File: config.mk
export PLATFORM = sky130hd
export DESIGN_NAME = rsp_framer
export DESIGN_NICKNAME = d
export VERILOG_FILES = /design/src/rtl/glitch_pkg.sv /design/src/rtl/tx_watchdog.sv /design/src/rtl/rsp_framer.sv
export SDC_FILE = /design/constraint.sdc
export NUM_CORES = 1
export LEC_CHECK = 0
export ABC_AREA = 1
export BUFFER_PORTS_ARGS = -buffer_cell sky130_fd_sc_hd__buf_2
export CORE_AREA = 2 2 85 169
export CTS_CLUSTER_SIZE = 40
export DETAILED_ROUTE_END_ITERATION = 7
export DIE_AREA = 0 0 87 171
export GPL_TIMING_DRIVEN = 1
export HOLD_SLACK_MARGIN = 0.06
export SYNTH_ARGS = -nofsm -noshare
export SYNTH_HDL_FRONTEND = slang
export SYNTH_HIERARCHICAL = 1
export SYNTH_SLANG_ARGS = --single-unit
File: constraint.sdc
create_clock -name clk -period 2.6 [get_ports clk]
set_clock_uncertainty 0.2 [all_clocks]
set_input_delay 0.13 -clock clk [delete_from_list [all_inputs] [get_ports clk]]
set_output_delay 0.13 -clock clk [all_outputs]
set_load 0.05 [all_outputs]
File: src/rtl/glitch_pkg.sv
// Purpose: shared framing constants, FSM encoding and the frame checksum helper.
// Latency: n/a (types, constants and a pure function only).
// Backpressure: n/a.
package glitch_pkg;

  localparam logic [7:0] HEADER  = 8'hA5;
  localparam int         MAX_LEN = 4;

  typedef enum logic [1:0] {
    IDLE  = 2'd0,
    ISSUE = 2'd1,
    WAIT  = 2'd2,
    FIN   = 2'd3
  } state_t;

  // XOR of opcode, length byte and the low len payload bytes; HEADER is never included.
  // The receive-side parser calls this same function, so both ends agree on coverage.
  function automatic logic [7:0] frame_checksum(input logic [7:0]  opcode,
                                                input logic [2:0]  len,
                                                input logic [31:0] payload);
    logic [7:0] c;
    c = opcode ^ {5'b00000, len};
    for (int i = 0; i < MAX_LEN; i++) begin
      if (i < int'(len)) c = c ^ payload[8*i +: 8];
    end
    return c;
  endfunction

endpackage

File: src/rtl/tx_watchdog.sv
// Purpose: per-byte stall detector; counts enabled cycles since the last clear.
// Latency: expire is combinational once the count reaches TIMEOUT_CYCLES-1 while enabled.
// Backpressure: none; the counter saturates, so it never wraps into a false restart.
module tx_watchdog #(
  parameter int TIMEOUT_CYCLES = 2048
) (
  input  logic clk,
  input  logic rst_n,
  input  logic clear,
  input  logic enable,
  output logic expire
);

  localparam int            W    = $clog2(TIMEOUT_CYCLES);
  localparam logic [W-1:0]  LAST = W'(TIMEOUT_CYCLES - 1);

  logic [W-1:0] count;

  // Count enabled cycles, restart on clear, hold at LAST rather than wrapping.
  always_ff @(posedge clk or negedge rst_n) begin
    if (!rst_n) begin
      count <= '0;
    end else if (clear) begin
      count <= '0;
    end else if (enable && (count != LAST)) begin
      count <= count + 1'b1;
    end
  end

  assign expire = enable && (count == LAST);

endmodule

File: src/rtl/rsp_framer.sv
// Purpose: frames one response (HEADER, opcode, len, payload MSB-first, checksum) onto uart_tx.
// Latency: start at T -> busy at T+1 -> first tx strobe at T+2 at best; done one cycle after last tx_done.
// Backpressure: holds in ISSUE while i_tx_active is high; new starts ignored while busy; watchdog aborts stalls.
module rsp_framer
  import glitch_pkg::*;
#(
  parameter int TIMEOUT_CYCLES = 2048
) (
  input  logic        clk,
  input  logic        rst_n,
  input  logic        i_start,
  input  logic [7:0]  i_opcode,
  input  logic [2:0]  i_len,
  input  logic [31:0] i_payload,
  output logic        o_busy,
  output logic        o_done,
  output logic        o_err,
  output logic        o_tx_dv,
  output logic [7:0]  o_tx_byte,
  input  logic        i_tx_active,
  input  logic        i_tx_done
);

  localparam logic [2:0] LEN_MAX = 3'(MAX_LEN);

  state_t      state;
  logic [7:0]  op_q;
  logic [2:0]  len_q;
  logic [31:0] payload_q;
  logic [2:0]  idx;

  logic [2:0]  last_idx;
  logic [2:0]  pay_sel;
  logic [7:0]  pay_byte;
  logic [7:0]  frame_byte;
  logic        wd_expire;

  // Checksum sits right after the payload; index never exceeds 3+MAX_LEN = 7.
  assign last_idx = len_q + 3'd3;
  // Payload goes out most significant byte first: index 3 carries byte len-1.
  assign pay_sel  = len_q + 3'd2 - idx;

  // Pick the payload byte addressed by the current frame index.
  always_comb begin
    pay_byte = 8'h00;
    case (pay_sel)
      3'd0:    pay_byte = payload_q[7:0];
      3'd1:    pay_byte = payload_q[15:8];
      3'd2:    pay_byte = payload_q[23:16];
      3'd3:    pay_byte = payload_q[31:24];
      default: pay_byte = 8'h00;
    endcase
  end

  // Map frame index to the byte on the wire.
  always_comb begin
    frame_byte = HEADER;
    case (idx)
      3'd0:    frame_byte = HEADER;
      3'd1:    frame_byte = op_q;
      3'd2:    frame_byte = {5'b00000, len_q};
      default: frame_byte = (idx == last_idx) ? frame_checksum(op_q, len_q, payload_q) : pay_byte;
    endcase
  end

  // Watchdog runs only while a byte is outstanding and restarts on every other state.
  tx_watchdog #(
    .TIMEOUT_CYCLES(TIMEOUT_CYCLES)
  ) u_watchdog (
    .clk    (clk),
    .rst_n  (rst_n),
    .clear  (state != WAIT),
    .enable (state == WAIT),
    .expire (wd_expire)
  );

  // Framing FSM with registered outputs; strobes default low every cycle.
  always_ff @(posedge clk or negedge rst_n) begin
    if (!rst_n) begin
      state     <= IDLE;
      op_q      <= 8'h00;
      len_q     <= 3'd0;
      payload_q <= 32'h0;
      idx       <= 3'd0;
      o_busy    <= 1'b0;
      o_done    <= 1'b0;
      o_err     <= 1'b0;
      o_tx_dv   <= 1'b0;
      o_tx_byte <= 8'h00;
    end else begin
      o_tx_dv <= 1'b0;
      o_done  <= 1'b0;
      o_err   <= 1'b0;
      case (state)
        IDLE: begin
          if (i_start) begin
            if (i_len > LEN_MAX) begin
              o_err <= 1'b1;
            end else begin
              op_q      <= i_opcode;
              len_q     <= i_len;
              payload_q <= i_payload;
              idx       <= 3'd0;
              o_busy    <= 1'b1;
              state     <= ISSUE;
            end
          end
        end
        ISSUE: begin
          if (!i_tx_active) begin
            o_tx_dv   <= 1'b1;
            o_tx_byte <= frame_byte;
            state     <= WAIT;
          end
        end
        WAIT: begin
          // A completion on the expiry cycle wins over the abort.
          if (i_tx_done) begin
            if (idx == last_idx) begin
              o_done <= 1'b1;
              o_busy <= 1'b0;
              state  <= FIN;
            end else begin
              idx   <= idx + 3'd1;
              state <= ISSUE;
            end
          end else if (wd_expire) begin
            o_err  <= 1'b1;
            o_busy <= 1'b0;
            state  <= IDLE;
          end
        end
        FIN: begin
          state <= IDLE;
        end
        default: begin
          state <= IDLE;
        end
      endcase
    end
  end

endmodule

==> summary.md <==
| Metric | Value |
|---|---|
| Area of the multi-input gates | 2450 um^2 |
| Cells after DPL | 838 |
| Ports | 60 |
| Fin crit period | 2.42 ns |
| Hold/Removal Path Class | primary input to async pin |
| Setup violators final | 0 |
| Core Footprint | 13700 um^2 |
| Buffers added on ports | 59 |
| Tightest Pin Transition | 0.641 ns |
| GR Overflow Total | 0 |
| Top post-synthesis cells by area | dfrtp_1 38%, nand2_1 15%, nand3_1 7.4% |
| Worst Setup End Kind | flop |
| Fin area | 5970 um^2 |
| Reg clk slew, reported paths | 0.06 ns |
| Synthesized instance count | 621 |
| Yosys warns | 6 |
| Root Driver | clkbuf_16 |
| Adder-Cell Fraction of Synth Area | 0.0242 |
| Post-DP HPWL | 8710 um |
| Total Routing Usage GR | 0.168 |
| DR iter-0 viols | 178 |
| Clk network pwr share | 0.157 |
| Final Slew Violations | 0 |
| Tot Pwr | 7.76 mW |
| Number of fill cells in the layout | 1368 |
| Reg-to-Reg Start | u_watchdog/count[1] |
| Pleak | 3.08 nW |
| Status | finished, final reports clean |
| Pre-antenna DRT Iters | 6 |
| Placed Instance Area | 5170 um^2 |
| Core Rows | 61 |
| RSZ-0062 raised after global routing | yes |
| Share of power burned in registers | 0.246 |
| Initial antenna violation count | 0 |
| Syn Nets | 678 |
| Maximum buffer depth of the clock tree | 2 |
| First-pass GRT wire length | 20100 um |
| Post-synth EDFFs | 0 |
| Mux cell area share after synthesis | 0 |
| Tcrit/Tclk final | 0.932 |
| Worst reg2reg setup slack | 0.18 ns |
| Worst Reg-to-Reg Cells | 15 |
| Arrival time worst endpoint | 2.44 ns |
| Diode count | 0 |
| CTS HTree Levels | 3 |
| Worst-skew pair later-pin latency | 0.33 ns |
| Routed Wire Length | 11700 um |
| Cts bufs inserted | 9 |
| Sequential share of the synthesized area | 0.382 |
| Top-area cell type share of the netlist area | 0.382 |
| Sw Pwr | 3.79 mW |
| Drt wl/cell | 12.9 um |
| Maximum vdd drop | 0.528 mV |
| CTS tree | done |
| Largest net degree at the start of global routing | 46 |
| Die Span Y | 171 um |
| Final core utilization | 0.437 |
| Die area | 14900 um^2 |
| Switching part of the total power | 0.488 |
| Syn_area_per_cell | 7.50 um^2 |
| Layout area overhead | 28.2% |
| Final nets | 798 |
| Slew headroom | 0.571 |
| Top_reg_cell synth | dfrtp_1 |
| Yosys cell types | 43 |
| Cell area power density | 1300 nW/um^2 |
| Crit Path Max Fanout | 22 |
| Fmax achieved | 0.413 GHz |
| Synthesized flop and latch total | 71 |
| Layout cell share with drive strength beyond 1 | 0.227 |
| Initial Utilization | 0.341 |
| Reg-to-Reg End | op_q[0] |
| Largest family of logic cells by synthesized area | simple AND/OR/NAND/NOR gates |
| Antenna viol nets, final | 0 |
| Reg area | 1780 um^2 |
| Post-synth top area cell | dfrtp_1 |
| Pint | 3.97 mW |
| Xor/xnor share of the synthesized area | 0.0301 |
| Vias/cell | 4.80 |
| Routability congestion estimate | 0.851 |
| Cell with the most instances after synthesis | nand2_1 |
| Hold Vio Cnt, Final | 0 |
| Non-Filler Instances | 903 |
| CP Data Required Time | 2.62 ns |
| Crit path kind | flop to flop |
| Gate power share | 0.597 |
| Post-synthesis compound-gate area fraction | 0.0941 |
| Post-route DRC | 0 |
| FFs w/ async S/R, synth | 1.00 |
| Top cells by count, synth | 192 x nand2_1, 71 x dfrtp_1, 69 x nand3_1, 63 x inv_1, 34 x nor2_1 |
| CTS Sinks | 71 |
| Die Wd | 87 um |
| Number of global-route vias before repair | 4211 |
| Netlist Area Pre-Place | 4660 um^2 |
| Max_cap viols | 0 |
| Crit path launch type | flop |
| Vias | 4332 |
| Worst hold slack | 0.151 ns |
| Post-synthesis simple-gate area fraction | 0.378 |
state kept, by name, indices dropped and copies added, names as in the netlist, 2 cells and up:
name,count
state,2
u_watchdog/count,11
o_tx_byte,8
payload_q,32
idx,3
op_q,8
len_q,3
metrics by stage:
| stage | setup slack, ns | TNS (ns) |
|---|---|---|
| after floorplan | 0.229 | 0 |
| after global placement | 0.179 | 0 |
| after detailed placement | 0.166 | 0 |
| after CTS | 0.150 | 0 |
| after global routing | -0.00424 | -0.00424 |
| final | 0.176 | 0 |
logic make-up (layout without fill, tap and decap cells):
| family | after synthesis | count (layout) |
|---|---|---|
| AOI/OAI and AO/OA | 67 | 67 |
| adders and majority gates | 9 | 9 |
| and+or+nand+nor | 368 | 368 |
| buffers and inverters | 90 | 215 |
| DFF | 71 | 71 |
| xor gates and xnor gates | 16 | 16 |
how the worst max path moves through the flow:
stage / slack, ns / startpoint / cells past startpoint / to
floorplan: 0.23 / len_q[1] / 11 / o_tx_byte[0]
global placement: 0.18 / len_q[0] / 14 / payload_q[14]
detailed placement: 0.17 / len_q[0] / 14 / payload_q[11]
CTS: 0.15 / u_watchdog/count[1] / 15 / op_q[0]
global route: -0.004 / u_watchdog/count[0] / 14 / payload_q[1]
finish: 0.18 / u_watchdog/count[1] / 15 / op_q[0]
critical path, stage by stage, from the launching register on:
cell     delay [ns]
dfrtp_1        0.38
ha_1           0.19
nand2_2        0.08
nor2_4         0.16
nand3_4        0.08
nor2_1         0.12
nor2_1         0.08
nand2_4        0.08
nand4_2        0.15
nor2_4         0.15
nand2_4        0.08
inv_6          0.07
nand2_8        0.14
buf_4          0.21
nor2_2         0.10
a21oi_2        0.04
power groups by stage:
stage	registers, mW	logic, mW	clock network [mW]
finish	1.91	4.63	1.22
global route	1.97	5.25	1.30
CTS	1.90	4.64	1.26
detailed placement	1.92	4.55	0
global placement	1.91	4.46	0
floorplan	2.07	3.32	0
cell type report:
| cell class | instances | area share |
|---|---|---|
| well taps | 157 | 0.0329 |
| inverters | 71 | 0.0468 |
| clock buffers | 10 | 0.0401 |
| multi-input cells | 460 | 0.411 |
| repair buffers | 128 | 0.162 |
| clock inverters | 6 | 0.0101 |
| flip-flops and latches | 71 | 0.298 |
layout by cell type (no fill, tap or decap), types with 8 or more instances in the layout:
cell	instances
o21ai_0	22
dlygate4sd3_1	48
nand4_1	22
or2_2	8
nor2_2	18
dfrtp_1	71
ha_1	9
buf_2	59
buf_4	17
a21oi_1	16
inv_1	63
xor2_1	14
a21oi_2	16
nand3_1	69
nor2_1	34
clkbuf_16	9
nand2_1	192
what timing repair did:
action                                  4_1_cts  5_1_grt
hold buffers                                 48        0
buffers inserted                              0        1
endpoints found under the setup margin        0       18
gates resized for setup                       0        2
endpoints found under the hold margin       119        0
metal layers:
metal,GRT usage,vias to the layer above,part of all wire
met2,0.269,111,0.48
met1,0.231,1975,0.47
met3,0.0241,12,0.043
met5,0,-,0
li1,-,2234,-
met4,0.0530,0,0.011
Power figures use the tool's default switching activity.
